### config.mk
export PLATFORM = sky130hd
export DESIGN_NAME = parity_seq_ctrl
export DESIGN_NICKNAME = d
export VERILOG_FILES = /design/src/rtl/alu_pkg.sv /design/src/rtl/xor4.sv /design/src/rtl/parity_seq_ctrl.sv
export SDC_FILE = /design/constraint.sdc
export NUM_CORES = 1
export LEC_CHECK = 0
export ABC_AREA = 0
export BUFFER_PORTS_ARGS = -buffer_cell sky130_fd_sc_hd__buf_2
export CAP_MARGIN = 30
export CORE_MARGIN = 2
export CORE_UTILIZATION = 25
export DETAILED_ROUTE_END_ITERATION = 16
export HOLD_SLACK_MARGIN = 0.1
export PLACE_DENSITY_LB_ADDON = 0.25
export SETUP_SLACK_MARGIN = 0.4
export SYNTH_ARGS = -nofsm -noshare
export SYNTH_HDL_FRONTEND = slang
export SYNTH_SLANG_ARGS = --single-unit
### constraint.sdc
create_clock -name clk -period 1.7 [get_ports clk]
set_clock_uncertainty 0.15 [all_clocks]
set_input_delay 0.51 -clock clk [delete_from_list [all_inputs] [get_ports clk]]
set_output_delay 0.51 -clock clk [all_outputs]
set_load 0.05 [all_outputs]
### src/rtl/alu_pkg.sv
// Shared types and constants for the ALU parity path.
package alu_pkg;

  localparam int unsigned NIBBLE_W = 4;

  typedef enum logic [1:0] {
    IDLE = 2'b00,
    RUN  = 2'b01,
    DONE = 2'b10
  } state_e;

  // Counter width for n steps; a single step still needs one bit.
  function automatic int unsigned cnt_width(input int unsigned n);
    return (n <= 1) ? 1 : $clog2(n);
  endfunction

endpackage

### src/rtl/xor4.sv
// Four-input XOR reduction gate used as the shared nibble reducer.
module xor4 (
  input  logic [3:0] i_d,
  output logic       o_y
);

  assign o_y = ^i_d;

endmodule

### src/rtl/parity_seq_ctrl.sv
// Sequential parity controller: folds a WIDTH-bit operand one nibble per cycle
// through a single xor4 and returns even/odd parity over a valid/ready handshake.
module parity_seq_ctrl
  import alu_pkg::*;
#(
  parameter int unsigned WIDTH = 32
) (
  input  logic             clk,
  input  logic             rst_n,
  input  logic             in_valid,
  output logic             in_ready,
  input  logic [WIDTH-1:0] in_data,
  input  logic             odd_mode,
  output logic             out_valid,
  input  logic             out_ready,
  output logic             out_parity,
  output logic             busy
);

  localparam int unsigned NIB   = WIDTH / NIBBLE_W;
  localparam int unsigned CNT_W = cnt_width(NIB);

  if ((WIDTH % NIBBLE_W) != 0 || WIDTH < NIBBLE_W) begin : g_bad_width
    $error("parity_seq_ctrl: WIDTH must be a non-zero multiple of 4");
  end

  state_e             r_state;
  state_e             w_next_state;
  logic [WIDTH-1:0]   r_shreg;
  logic [CNT_W-1:0]   r_cnt;
  logic               r_acc;
  logic               r_mode;
  logic               r_parity;

  logic               w_nib_par;
  logic               w_fold;
  logic               w_last;
  logic               w_accept;
  logic               w_in_ready;
  logic               w_out_valid;
  logic               w_busy;

  xor4 u_xor4 (
    .i_d (r_shreg[NIBBLE_W-1:0]),
    .o_y (w_nib_par)
  );

  assign w_fold   = r_acc ^ w_nib_par;
  assign w_last   = (r_cnt == CNT_W'(NIB - 1));
  assign w_accept = in_valid && w_in_ready;

  // State register
  always_ff @(posedge clk or negedge rst_n) begin
    if (!rst_n) begin
      r_state <= IDLE;
    end else begin
      r_state <= w_next_state;
    end
  end

  // Next-state logic; IDLE is always revisited between operands
  always_comb begin
    w_next_state = r_state;
    case (r_state)
      IDLE:    if (w_accept) w_next_state = RUN;
      RUN:     if (w_last) w_next_state = DONE;
      DONE:    if (out_ready) w_next_state = IDLE;
      default: w_next_state = IDLE;
    endcase
  end

  // Handshake and status outputs decoded from state only
  always_comb begin
    w_in_ready  = 1'b0;
    w_out_valid = 1'b0;
    w_busy      = 1'b0;
    case (r_state)
      IDLE:    w_in_ready = 1'b1;
      RUN:     w_busy = 1'b1;
      DONE:    begin
        w_out_valid = 1'b1;
        w_busy      = 1'b1;
      end
      default: w_in_ready = 1'b0;
    endcase
  end

  // Operand capture and nibble-serial fold; result latched on the last fold
  always_ff @(posedge clk or negedge rst_n) begin
    if (!rst_n) begin
      r_shreg  <= '0;
      r_cnt    <= '0;
      r_acc    <= 1'b0;
      r_mode   <= 1'b0;
      r_parity <= 1'b0;
    end else begin
      case (r_state)
        IDLE: begin
          if (w_accept) begin
            r_shreg <= in_data;
            r_mode  <= odd_mode;
            r_acc   <= 1'b0;
            r_cnt   <= '0;
          end
        end
        RUN: begin
          r_acc   <= w_fold;
          r_shreg <= r_shreg >> NIBBLE_W;
          r_cnt   <= r_cnt + CNT_W'(1);
          if (w_last) r_parity <= w_fold ^ r_mode;
        end
        default: ;
      endcase
    end
  end

  assign in_ready   = w_in_ready;
  assign out_valid  = w_out_valid;
  assign busy       = w_busy;
  assign out_parity = r_parity;

endmodule
* After elaboration in Yosys (flattened, before gate mapping)
Index checks and enable logic that the tools add are counted.
** Operators by class
- Reductions and logical operators :: 9
- Bitwise operators :: 2
- Multiplexer cells :: 13
- Eq/ne operators :: 6
- Add/subtract/negate cells :: 1
** Operators by type and width (count)
- $pmux W32 S2 :: 1
- $mux W32 :: 1
- $mux W2 :: 3
- $ne A2 B2 Y1 const B :: 3
- $pmux W2 S3 :: 1
- $pmux W3 S2 :: 1
- $reduce_and A2 Y1 :: 3
- $mux W1 :: 4
- $reduce_xor A4 Y1 :: 1
- $add A3 B1 Y3 const B :: 1
- $eq A3 B3 Y1 const B :: 1
- $mux W3 :: 1
- $reduce_and A3 Y1 :: 1
- $eq A2 B1 Y1 const B :: 1
- $eq A2 B2 Y1 const B :: 1
- $logic_not A2 Y1 :: 1
- $pmux W1 S2 :: 1
- $reduce_bool A2 Y1 :: 1
- $reduce_or A2 Y1 :: 1
- $xor A1 B1 Y1 :: 2
- $logic_and A1 B1 Y1 :: 1
** Storage, ports and cells
- Output and inout port bits :: 4
- Input port bits :: 37
- Flip-flop bits (word level) :: 40
- Word-level logic and storage cells :: 37

* Longest topological paths before layout
Gate-level depths: netlist (run 1).
- Word-level depth :: 5
- Gate-level depth with buffers :: 7

* By module
From an unflattened synthesis (run 1), not the netlist that was laid out.
** Second synthesis, totals
- Cell total of the unflattened synthesis :: 189
- Area total of the unflattened synthesis :: 2005.7 µm²
** Modules (own cells, without submodules)
- parity_seq_ctrl :: area an instance 1979.4 µm², seq. area each 1001.0 µm², cells an instance 186, times used 1
- xor4 :: area an instance 26.3 µm², seq. area each 0.0 µm², cells an instance 3, times used 1

* Worst setup path before layout (run 1)
OpenSTA, ideal clock, no wires.
- Kind :: register -> register
- Start :: register r_state[0]
- End :: register r_state[0]
- Cell stages (with the launch flop) :: 7
- Clock period less this slack :: 2.137 ns
- Arrival time :: 1.862 ns
- Setup time :: 0.125 ns
- Setup slack :: -0.437 ns
- Required time :: 1.425 ns
- Cells stage by stage :: dfrtp_1 inv_1 ha_1 nor2b_4 a21oi_2 o21ai_0 mux2_2
** On the way
- Longest elaborated chain between the ends :: 5
- Elaborated cells between the ends (all ways) :: 10
** Ends and longest elaborated chain
- from (decl) :: line parity_seq_ctrl.sv:27 : state_e r_state;
- from (signal assigned) :: line parity_seq_ctrl.sv:57 : r_state <= w_next_state;
- $logic_not A2 Y1 :: line parity_seq_ctrl.sv:77 : case (r_state)
- $mux W1 :: line parity_seq_ctrl.sv:77
- via in_ready :: line parity_seq_ctrl.sv:11 : output logic in_ready,
- $logic_and A1 B1 Y1 :: line parity_seq_ctrl.sv:50 : assign w_accept = in_valid && w_in_ready;
- $ne A2 B2 Y1 (no line)
- $reduce_and A3 Y1 (no line)
The timed path passes the listed nets, and every way through them passes these cells.
A chain may end at the register's enable or synchronous reset.

* Worst setup path after layout (run 1)
- Start :: register r_state[0]
- End :: output port busy
** On the way
- Longest elaborated chain between the ends :: 3
- Elaborated cells between the ends (all ways) :: 4
** Ends and longest elaborated chain
- $eq A2 B2 Y1 / $eq A2 B1 Y1 (equally long branches) :: line parity_seq_ctrl.sv:77
- $reduce_or A2 Y1 (no line) (*)
- $mux W1 (*) :: line parity_seq_ctrl.sv:77
- to (decl) :: line parity_seq_ctrl.sv:17 : output logic busy
Mark *: on every way between the ends. The rest lies on a longest branch, timed or not.

==> flow_metrics.tcl, run 1 <==
set metrics [dict create \
    outcome "finished with violations" \
    violations "negative setup slack" \
    critPathMaxFanout 3 \
    die-area_um2 8500 \
    layout-drive-gt1-share_pct 66.5 \
    hold_path_class "in -> reg" \
    finalNonFillerCells 377 \
    crit_type "reg -> out" \
    finalHoldViolations 0 \
    setup_tns_ns -2.73 \
    initial_core_util_pct 25.4 \
    netlist_instances 184 \
    grt_antenna_before_repair 0 \
    critPathRequiredTime_ns 1.04 \
    endpoint_kind "output port" \
    syn_area_um2 1950 \
    synth_cell_types 25 \
    worstReg2RegStart "r_state[0]" \
    die_w_um 92.2 \
    grt_max_degree 41 \
    cts_tree "yes" \
    ys_warn_count 0 \
    clkPwrFrac_pct 8.4 \
    first_pass_iters 4 \
    cts_root_buffer "clkbuf_8" \
    final_common_cell "dfrtp_1" \
    place_inst 325 \
    worstMarginPinSlew_ns 0.237 \
    drv_cap 0 \
    wl_per_cell_um 16.1 \
    num_io_pins 41 \
    area_growth_syn_to_layout_pct 85.5 \
    vias 1725 \
    grt_overflow 0 \
    grt_usage_pct 14.8 \
    wirelength_mm 6.09 \
    dp_hpwl_mm 2.99 \
    path_clk_slew_ns 0.09 \
    final_area_um2 3610 \
    r2r-end "r_shreg[8]" \
    row_count 32 \
    ant_nets 0 \
    core_area_um2 7650 \
    intPower_uw 5090 \
    ys_seq_area_share_pct 51.4 \
    placed_area_um2 2360 \
    timing.fmax_mhz 546 \
    die_h_um 92.2 \
    antennaDiodeCount 0 \
    clock_latency_ns 0.30 \
    ir_worst_vdd_uv 1120 \
    cts_buffers 5 \
    power_switching_uw 3180 \
    finalSetupViolations 37 \
    sw_frac_of_total_pct 38.5 \
    final_cell_mix "dfrtp_1, buf_2, o21ai_2" \
    finalCriticalPeriod_ns 1.83 \
    seq_power_share_pct 21.9 \
    fin_ws_ns -0.133 \
    worst_ep_arrival_time_ns 1.17 \
    vias_per_cell 4.58 \
    drc 0 \
    min-delay-start "odd_mode" \
    power_density_nw_per_um2 2290 \
    reg2regPathDepth 10 \
    portBuffers 40 \
    grt_pass1_vias 1762 \
    grt_setup_unrepaired "yes" \
    drt_first_iter_violations 81 \
    htree_num_levels 2 \
    place.gp.congestion 0.731 \
    grt_pass1_wl_mm 9.63 \
    slew_headroom_pct 83.8 \
    synth.avg_cell_area_um2 10.6 \
    clkSinkCount 40 \
    nNetsFinal 317 \
    fin_crit_sh_pct 108 \
    r2r_slack_ns -0.12 \
    hold_depth 2 \
    leakage_uw 0.00172 \
    syn-num-nets 227 \
    hold_end "r_mode" \
    clockBufferDepth 2 \
    critPathLaunchType "register" \
    finalMaxSlewViolations 0 \
    ys_ff_latch 40 \
    combPwrFrac_pct 69.7 \
]
-- through the flow --
step	hold slack (ns)	total power, µW	util [%]	worst slack (ns)
6_report	0.286	8270	47.2	-0.133
5_1_grt	0.282	8770	47.2	-0.193
4_1_cts	0.286	7390	43.2	-0.139
3_5_place_dp	0.321	4040	30.8	0.0616
3_3_place_gp	0.312	3990	30.8	0.0718
2_1_floorplan	0.0644	3490	-	-0.0123
-- worst max path at each step --
stage | from | to | slack, ns | depth (start not counted)
3_5_place_dp | r_state[1] | r_state[0] | 0.06 | 6
6_report | r_state[0] | busy | -0.13 | 3
4_1_cts | r_state[0] | busy | -0.14 | 3
5_1_grt | r_state[1] | r_shreg[8] | -0.19 | 10
3_3_place_gp | r_state[1] | r_state[0] | 0.07 | 6
2_1_floorplan | r_state[1] | r_state[0] | -0.01 | 6
-- state kept, by name (all words and copies together) (netlist names) --
| signal | count |
|---|---|
| r_shreg | 32 |
| r_cnt | 3 |
| r_state | 2 |
| out_parity | 1 |
| r_acc | 1 |
| r_mode | 1 |
-- metal layers --
layer | up-vias | part of all wire, % | global-route usage (%)
li1 | 828 | - | -
met1 | 851 | 45 | 19.9
met2 | 39 | 50 | 24.8
met3 | 7 | 4.4 | 2.71
met4 | 0 | 1.1 | 3.36
met5 | - | 0 | 0
-- cells by family after synthesis --
| group | Yosys count | share of synthesized area, % |
|---|---|---|
| buffers and inverters | 14 | 3.73 |
| xor gates and xnor gates | 5 | 2.25 |
| DFF | 40 | 51.4 |
| adders and majority gates | 6 | 3.86 |
| and+or+nand+nor | 42 | 9.45 |
| AOI/OAI and AO/OA | 46 | 13.2 |
| muxes | 31 | 16.1 |
-- area by class of cell --
| cell class | instances | area [µm²] |
|---|---|---|
| fill | 682 | 4040 |
| multi-input combinational | 130 | 1280 |
| timing repair buffer | 93 | 1090 |
| sequential | 40 | 1000 |
| tap | 102 | 128 |
| clock buffer | 6 | 82.6 |
| clock inverter | 2 | 15.0 |
| inverter | 4 | 15.0 |
-- power by group through the flow --
stage / logic, µW / clock network, µW / registers, µW
after floorplan: 1850 / 0 / 1650
after global routing: 6130 / 776 / 1870
after CTS: 4980 / 704 / 1700
after global placement: 2320 / 0 / 1670
after detailed placement: 2360 / 0 / 1680
final: 5760 / 697 / 1810
-- Yosys cell counts --
library cell | n | area, µm²
a21oi_1 | 6 | 30.0
a21oi_2 | 1 | 8.76
a31oi_1 | 1 | 6.26
a32o_1 | 3 | 30.0
and2_0 | 1 | 6.26
buf_2 | 5 | 25.0
buf_4 | 3 | 22.5
clkbuf_2 | 2 | 10.0
dfrtp_1 | 40 | 1000
ha_1 | 6 | 75.1
inv_1 | 4 | 15.0
mux2_2 | 2 | 22.5
mux2i_1 | 29 | 290
nand2_1 | 32 | 120
nand2b_1 | 1 | 6.26
nand3_1 | 2 | 10.0
nor2_1 | 1 | 3.75
nor2b_1 | 3 | 18.8
nor2b_4 | 1 | 13.8
nor3_1 | 1 | 5.00
o21ai_0 | 31 | 155
o21ai_1 | 2 | 10.0
o21ai_2 | 1 | 8.76
o31ai_1 | 1 | 7.51
xnor2_1 | 5 | 43.8
-- worst max-delay path, stage by stage, from the launching register on --
cell and delay [ns]:
dfrtp_1 0.40, inv_2 0.12, ha_4 0.21, buf_8 0.14
-- repair_timing --
| item | in CTS | in global routing |
|---|---|---|
| cloned | 12 | 2 |
| hold buffers | 1 | 0 |
| resized for setup | 120 | 54 |
| endpoints found under the hold margin | 40 | 0 |
| pin swaps | 39 | 17 |
| setup buffers | 26 | 3 |
| endpoints found under the setup margin | 44 | 44 |
Power figures use the tool's default switching activity.
==> inputs of run 2 (changes only) <==
- CORE_UTILIZATION: 25 -> 40
- CTS_CLUSTER_SIZE: not set -> 12
==> run 2 against run 1 <==
The flow still finishes with violations (negative setup slack); fmax up 1.5%; total power shrank 14%; register-to-register slack gained 0.06 ns; combinational power decreased by 18%; sequential cell count is the same; critical path type unchanged; largest cell class unchanged; highest routed layer unchanged.
==> flow_metrics.tcl, run 2 (synthesized netlist as in run 1, its figures left out) <==
set metrics [dict create \
    path_clk_slew_ns 0.07 \
    critPathLaunchType "register" \
    grt_antenna_before_repair 0 \
    final_common_cell "dfrtp_1" \
    worst_ep_arrival_time_ns 1.15 \
    vias_per_cell 5.20 \
    cts_buffers 5 \
    finalMaxSlewViolations 0 \
    htree_num_levels 2 \
    crit_buf_inv 2 \
    area_growth_syn_to_layout_pct 63.0 \
    placed_area_um2 2290 \
    cts_tree "yes" \
    portBuffers 40 \
    critPathMaxFanout 3 \
    leakage_uw 0.00158 \
    clockBufferDepth 2 \
    grt_pass1_wl_mm 7.62 \
    finalSetupViolations 12 \
    critPathMaxStageDelay_ns 0.40 \
    crit_family "flip-flops" \
    ant_nets 0 \
    nNetsFinal 302 \
    initial_core_util_pct 41.5 \
    violations "negative setup slack" \
    critPathRequiredTime_ns 1.04 \
    antennaDiodeCount 0 \
    largest_reg_flops 32 \
    core_area_um2 4690 \
    wl_per_cell_um 15.8 \
    grt_max_degree 41 \
    r2r_slack_ns -0.06 \
    setup_tns_ns -0.603 \
    grt_setup_unrepaired "yes" \
    num_io_pins 41 \
    die_h_um 73.7 \
    clock_latency_ns 0.29 \
    vias 1627 \
    drc 0 \
    row_count 25 \
    endpoint_kind "output port" \
    layout-drive-gt1-share_pct 56.8 \
    die-area_um2 5440 \
    grt_pass1_vias 1640 \
    drt_first_iter_violations 30 \
    crit_path_top_delay_cell "dfrtp_1" \
    final_area_um2 3170 \
    fin_crit_sh_pct 106 \
    slew_headroom_pct 76.3 \
    cp_cell_sequence "inv_2 -> ha_2 -> buf_8" \
    grt_usage_pct 19.1 \
    place.gp.congestion 0.694 \
    worstMarginPinSlew_ns 0.353 \
    grt_overflow 0 \
    largestRegisters "r_shreg (32), r_cnt (3), r_state (2)" \
    finalHoldViolations 0 \
    drv_cap 0 \
    finalNonFillerCells 313 \
    dp_hpwl_mm 2.48 \
    largest-register "r_shreg" \
    crit_type "reg -> out" \
    outcome "finished with violations" \
    power_density_nw_per_um2 2240 \
    finalCriticalPeriod_ns 1.81 \
    place_inst 276 \
    fin_ws_ns -0.106 \
    final_cell_mix "dfrtp_1, buf_2, mux2i_1" \
    die_w_um 73.7 \
    clkSinkCount 40 \
    hold_path_class "in -> reg" \
    timing.fmax_mhz 554 \
    whs_ns 0.300 \
    wirelength_mm 4.96 \
    cts_root_buffer "clkbuf_8" \
    first_pass_iters 4 \
    ir_worst_vdd_uv 1510 \
]
-- run 2: final timing paths --
path	startpoint	end	cells past startpoint
min in group asynchronous	rst_n	r_shreg[17]	3
max	r_state[0]	out_valid	3
min reg2reg	r_shreg[12]	r_shreg[12]	2
max in group asynchronous	rst_n	r_cnt[0]	3
min	odd_mode	r_mode	2
max reg2reg	r_state[1]	r_shreg[11]	11
-- run 2: timing repair --
item / CTS / global route
setup buffers: 19 / 2
setup endpoints to repair: 44 / 44
hold buffers: 1 / 0
pin swaps: 31 / 11
resized for setup: 99 / 36
endpoints found under the hold margin: 40 / 0
cloned: 8 / 0
-- run 2: stage by stage --
step,power (µW),util (%),setup slack (ns)
after floorplan,3490,-,-0.0123
after global placement,3930,48.8,0.0842
after detailed placement,3970,48.8,0.0626
after CTS,6610,64.0,-0.117
after global routing,7530,67.6,-0.147
final,7100,67.6,-0.106
-- run 2: where the power goes --
group | internal, µW | switching (µW)
Clock | 278 | 329
Sequential | 1400 | 388
Combinational | 2640 | 2060
-- run 2: final cells by class --
class / count / area (µm²)
clock buffers: 5 / 68.8
clock inverters: 2 / 12.5
inverters: 4 / 15.0
fillers: 341 / 1520
repair buffers: 78 / 830
well taps: 54 / 67.6
multi-input cells: 130 / 1180
flip-flops and latches: 40 / 1000
-- run 2: routing by layer --
layer | vias to the layer above | share of wire [%] | track usage (%)
met4 | 0 | 1.2 | 6.46
met3 | 6 | 3.5 | 4.39
met2 | 35 | 52 | 33.1
li1 | 794 | - | -
met1 | 792 | 43 | 23.1
met5 | - | 0 | 0
-- run 2: worst reg2reg max path, delay by kind of cell, from the launching register on --
kind	cells	cell delay, ns
flops	1	0.38
compound gates	2	0.11
fa+ha+maj	1	0.17
simple gates	2	0.12
buf+inv	6	0.71
